[config.mk]
export PLATFORM = sky130hd
export DESIGN_NAME = instr_fetch_unit_flat
export DESIGN_NICKNAME = d
export VERILOG_FILES = /design/src/rtl/instr_fetch_unit_if.sv /design/src/rtl/instr_fetch_unit.sv /design/src/flat_wrapper.sv
export SDC_FILE = /design/constraint.sdc
export NUM_CORES = 1
export LEC_CHECK = 0
export BUFFER_PORTS_ARGS = -buffer_cell sky130_fd_sc_hd__buf_2
export CAP_MARGIN = 20
export CORE_MARGIN = 1.5
export CORE_UTILIZATION = 25
export CTS_CLUSTER_SIZE = 20
export DETAILED_ROUTE_END_ITERATION = 10
export MAX_ROUTING_LAYER = met4
export SYNTH_ARGS = -nofsm -noshare
export SYNTH_HDL_FRONTEND = slang
export SYNTH_SLANG_ARGS = --single-unit
[constraint.sdc]
create_clock -name clk -period 6.8 [get_ports clk]
set_clock_uncertainty 0.15 [all_clocks]
set_input_delay 0.68 -clock clk [delete_from_list [all_inputs] [get_ports clk]]
set_output_delay 0.68 -clock clk [all_outputs]
set_load 0.02 [all_outputs]
[src/rtl/instr_fetch_unit_if.sv]
// Fetch-stage bus: instruction-memory read port, redirect/halt control and
// the valid/ready instruction stream towards the datapath.
interface instr_fetch_unit_if #(
    parameter int unsigned ADDR_W = 32
);
    logic              imem_req;
    logic [ADDR_W-1:0] imem_addr;
    logic [31:0]       imem_data;
    logic              redirect;
    logic [ADDR_W-1:0] redirect_pc;
    logic              halt;
    logic [31:0]       tr;
    logic [ADDR_W-1:0] tr_pc;
    logic              tr_valid;
    logic              tr_ready;

    modport master (
        output imem_req, imem_addr, tr, tr_pc, tr_valid,
        input  imem_data, redirect, redirect_pc, halt, tr_ready
    );

    modport slave (
        input  imem_req, imem_addr, tr, tr_pc, tr_valid,
        output imem_data, redirect, redirect_pc, halt, tr_ready
    );
endinterface

[src/rtl/instr_fetch_unit.sv]
// Instruction fetch: owns the PC, reads a 1-cycle synchronous imem and queues
// returned words for the datapath, with redirect/flush and halt.
module instr_fetch_unit #(
    parameter int unsigned       ADDR_W   = 32,
    parameter logic [ADDR_W-1:0] RESET_PC = '0,
    parameter int unsigned       QDEPTH   = 2
) (
    input logic                 clk,
    input logic                 rst,
    instr_fetch_unit_if.master  bus
);
    localparam int unsigned PTR_W = (QDEPTH > 1) ? $clog2(QDEPTH) : 1;
    localparam int unsigned CNT_W = PTR_W + 1;

    logic [ADDR_W-1:0] pc_p0;
    logic              vld_p1;
    logic [ADDR_W-1:0] pc_p1;

    logic [31:0]       q_data [QDEPTH];
    logic [ADDR_W-1:0] q_pc   [QDEPTH];
    logic [PTR_W-1:0]  head;
    logic [PTR_W-1:0]  tail;
    logic [CNT_W-1:0]  count;

    logic              not_empty;
    logic              pop;
    logic              push;
    logic              issue;
    logic [CNT_W:0]    occ;

    assign not_empty = (count != '0);
    assign pop       = not_empty && bus.tr_ready;
    // A word returning in a redirect cycle belongs to the old path and is dropped.
    assign push      = vld_p1 && !bus.redirect;
    assign occ       = {1'b0, count} + (CNT_W+1)'(vld_p1) - (CNT_W+1)'(pop);
    assign issue     = !rst && !bus.redirect && !bus.halt && (occ < (CNT_W+1)'(QDEPTH));

    // Stage p0: PC and request issue; control state under async reset
    always_ff @(posedge clk or posedge rst) begin
        if (rst) begin
            pc_p0  <= RESET_PC;
            vld_p1 <= 1'b0;
            head   <= '0;
            tail   <= '0;
            count  <= '0;
        end else if (bus.redirect) begin
            pc_p0  <= bus.redirect_pc & ~ADDR_W'(3);
            vld_p1 <= 1'b0;
            head   <= '0;
            tail   <= '0;
            count  <= '0;
        end else begin
            if (issue)
                pc_p0 <= pc_p0 + ADDR_W'(4);
            vld_p1 <= issue;
            if (push)
                tail <= tail + 1'b1;
            if (pop)
                head <= head + 1'b1;
            case ({push, pop})
                2'b10:   count <= count + 1'b1;
                2'b01:   count <= count - 1'b1;
                default: count <= count;
            endcase
        end
    end

    // Stage p1: address of the read in flight, paired with vld_p1
    always_ff @(posedge clk) begin
        if (issue)
            pc_p1 <= pc_p0;
    end

    // Queue storage: data only, qualified by count
    always_ff @(posedge clk) begin
        if (push) begin
            q_data[tail] <= bus.imem_data;
            q_pc[tail]   <= pc_p1;
        end
    end

    assign bus.imem_req  = issue;
    assign bus.imem_addr = pc_p0;
    assign bus.tr_valid  = not_empty;
    assign bus.tr        = not_empty ? q_data[head] : 32'h0;
    assign bus.tr_pc     = not_empty ? q_pc[head]   : '0;

    // Issue gating must make a push into a full queue without a pop impossible.
    assert property (@(posedge clk) disable iff (rst)
        !(push && !pop && (count == CNT_W'(QDEPTH))));

endmodule

[src/flat_wrapper.sv]
// flat-port wrapper written by rule: the top's interface ports become plain ports
module instr_fetch_unit_flat 
#(
    parameter int unsigned       ADDR_W   = 32,
    parameter logic [ADDR_W-1:0] RESET_PC = '0,
    parameter int unsigned       QDEPTH   = 2
)
  (clk, rst, bus_imem_req, bus_imem_addr, bus_tr, bus_tr_pc, bus_tr_valid, bus_imem_data, bus_redirect, bus_redirect_pc, bus_halt, bus_tr_ready);
  instr_fetch_unit_if #(.ADDR_W(ADDR_W)) bus_i ();
  input logic clk;
  input logic rst;
  output wire logic [$bits(bus_i.imem_req)-1:0] bus_imem_req;
  output wire logic [$bits(bus_i.imem_addr)-1:0] bus_imem_addr;
  output wire logic [$bits(bus_i.tr)-1:0] bus_tr;
  output wire logic [$bits(bus_i.tr_pc)-1:0] bus_tr_pc;
  output wire logic [$bits(bus_i.tr_valid)-1:0] bus_tr_valid;
  input wire logic [$bits(bus_i.imem_data)-1:0] bus_imem_data;
  input wire logic [$bits(bus_i.redirect)-1:0] bus_redirect;
  input wire logic [$bits(bus_i.redirect_pc)-1:0] bus_redirect_pc;
  input wire logic [$bits(bus_i.halt)-1:0] bus_halt;
  input wire logic [$bits(bus_i.tr_ready)-1:0] bus_tr_ready;
  assign bus_imem_req = bus_i.imem_req;
  assign bus_imem_addr = bus_i.imem_addr;
  assign bus_tr = bus_i.tr;
  assign bus_tr_pc = bus_i.tr_pc;
  assign bus_tr_valid = bus_i.tr_valid;
  assign bus_i.imem_data = bus_imem_data;
  assign bus_i.redirect = bus_redirect;
  assign bus_i.redirect_pc = bus_redirect_pc;
  assign bus_i.halt = bus_halt;
  assign bus_i.tr_ready = bus_tr_ready;
  instr_fetch_unit #(.ADDR_W(ADDR_W), .RESET_PC(RESET_PC), .QDEPTH(QDEPTH)) u_core (.clk(clk), .rst(rst), .bus(bus_i));
endmodule
==> flow_summary.yaml <==
setup_path:
  end_kind: "primary output"
  rr_startpoint: "u_core.count[1]"
  worst_ep_required_time_ns: 5.97
  worstPathMaxFanout: 26
  cp.arrival_ns: 3.78
  critical_path.startpoint: "u_core.count[1]"
  cp-start-kind: "flop"
  crit_type: "reg2out"
synth:
  yosys_warnings: 0
  yosysTopAreaCell: "edfxtp_1"
  ys_seq_elements: 189
  synthTopCellsByArea: "edfxtp_1 60%, dfrtp_1 11%, mux2i_1 8.2%, nor2_1 3.9%, nand2_1 1.9%"
  synth_area_um2: 7690
  synth_mux_area_share_pct: 8.20
  synth_compound_area_share_pct: 5.50
  synthArstFlopShare_pct: 18.5
  synth_xor_area_share_pct: 0.569
  synth_top_family_by_area: "simple AND/OR/NAND/NOR gates"
  synth_flop_cell: "edfxtp_1"
  synth_fa_ha_area_share_pct: 0.423
  synth_edf_count: 154
  netlist.area_leader.share_pct: 60.1
  synth-seq-area-share_pct: 71.5
  synthSimpleGateAreaFrac_pct: 11.1
  synth_cells: 541
  yosysUniqueCellTypes: 51
  syn_area_per_cell_um2: 14.2
routing:
  remaining_drc_errors: 0
  viasPerCell: 4.44
  vias: 4944
  routed_wl_um: 19000
  ant_nets: 0
  drt_first_iter_violations: 263
  dr.pass1.iters: 4
  wl_per_cell_um: 17.0
place:
  io_buffers: 160
  placed_cells: 1079
  place_hpwl_um: 12100
  gp_congestion: 0.780
grt:
  grt.total_usage_pct: 12.3
  grt_max_degree: 63
  grt_pass1_wl_um: 28100
  antenna_found_initial: 3
  grt_pass1_vias: 4730
  grt.overflow.total: 0
clocking:
  clock_latency_ns: 0.43
  post_cts_buffers: 0
  cts_tree: "yes"
  cts.hold.buffers_added: 0
  cts_resized: 0
  clkSinkCount: 189
  cts_max_level: 4
  clk_pin_slew_ns: 0.07
  clockRootBuffer: "clkbuf_16"
  cts_buffer_depth: 2
  cts_buffers: 17
sta:
  period_needed_ns: 4.61
  fin_tns_setup_ns: 0
  rsz0062_at_grt: "no"
  hold_violations: 0
  slew_violations: 0
  setup-violations-final: 0
  tightestPinTransition_ns: 1.07
  fmax_mhz: 217
  period_share_pct: 67.9
  relSlewSlack_pct: 28.5
floorplanning:
  row_count: 64
  coreArea_um2: 30400
  die_area_um2: 31800
  dieWidth_um: 178
  pin_count: 167
  fp.dieH_um: 178
  start_util_pct: 25.3
min_path:
  hp-class: "in2async"
final_layout:
  drive_gt1_share_pct: 30.2
  area_growth_pct: 24.2
  final_cell_mix: "160 x buf_2, 154 x edfxtp_1, 79 x nor2_1"
  fin_nets: 773
  final_common_cell: "buf_2"
  fin_cells: 1114
  num-fill-cells: 3093
status:
  status: "finished, final reports clean"
run:
  cap_violations: 0
power:
  cellPowerDensity_nw_per_um2: 270
  leakage_uw: 0.00359
  peakVddDrop_mv: 0.152
[Yosys cell counts (2+ instances only)]
cell type  count
or3_1          3
or4_1          3
clkbuf_1      15
o21ai_0       20
and3_1         4
or4b_1         2
dfrtp_1       35
o211ai_1      12
nand4_1       11
inv_1          9
nor2_1        80
a221o_1        2
nand2_1       38
nor3_1         2
xor2_1         3
buf_1          4
a21oi_1        6
o311ai_0       5
a32oi_1        2
xnor2_1        2
and2_1         2
a31o_2         5
buf_6          4
a22oi_1        2
nand3_1       22
edfxtp_1     154
buf_4          4
a31oi_1        4
mux2i_1       63
a21o_1         2
[state kept, by name (all words and copies together) (netlist names)]
signal                count
u_core.q_pc              60
u_core.tail               1
u_core.count              2
u_core.bus.imem_addr     30
u_core.head               1
u_core.vld_p1             1
u_core.q_data            64
u_core.pc_p1             30
[cells by family (layout without fill, tap and decap cells)]
logic type | Yosys count | count (layout)
compound gates | 63 | 63
buf+inv | 39 | 210
xor+xnor | 5 | 5
flops | 189 | 189
other cells | 1 | 7
simple gates | 179 | 179
fa+ha+maj | 2 | 2
mux | 63 | 63
[metal layers]
metal | track usage, % | up-vias | wire length (um)
met5 | - | - | 0
met4 | 3.30 | 0 | 195
met3 | 3.69 | 14 | 1390
met2 | 19.4 | 187 | 8930
met1 | 15.4 | 2395 | 8480
li1 | - | 2348 | -
[stage by stage]
step	utilization, %	area, um^2	setup slack (ns)	total power [uW]	hold slack [ns]
2_1_floorplan	-	7700	0.502	1470	0.271
3_3_place_gp	29.3	8920	2.31	1560	0.273
3_5_place_dp	29.3	8920	2.24	1560	0.282
4_1_cts	31.4	9550	2.09	2610	0.226
5_1_grt	31.4	9550	1.89	2680	0.253
6_report	31.4	9550	2.19	2580	0.215
[cell type report]
type	count	area [um^2]	share of cell area (%)
flip-flops and latches	189	5500	57.6
multi-input cells	316	2020	21.1
repair buffers	168	861	9.01
well taps	396	495	5.19
clock buffers	17	425	4.45
clock inverters	15	203	2.12
inverters	10	37.5	0.393
diodes	3	7.51	0.0786
[worst paths after layout]
check	endpoint	slack, ns	cells past startpoint
setup reg to reg	u_core.bus.imem_addr[11]	2.51	12
setup / recovery	bus_imem_req	2.19	9
max in group asynchronous	u_core.head	5.89	3
hold / removal	u_core.count[0]	0.22	3
hold reg to reg	u_core.q_pc[0][27]	0.30	0
min in group clk	u_core.q_data[1][3]	0.29	1
[where the power goes]
group          internal (uW)  switching (uW)  leakage [uW]
Combinational           68.2             123       0.00145
Sequential              1290            47.9       0.00183
Clock                    567             481      0.000309
[worst max-delay path, cell delays in order (launching register included)]
cell      delay [ns]
dfrtp_1         0.49
nor2_4          0.15
inv_1           0.05
nand2_1         0.10
nor2_1          0.07
fa_1            0.52
nand2b_1        0.05
or4_1           0.95
inv_2           0.68
buf_2           0.28
(Power assumes the default switching activity.)
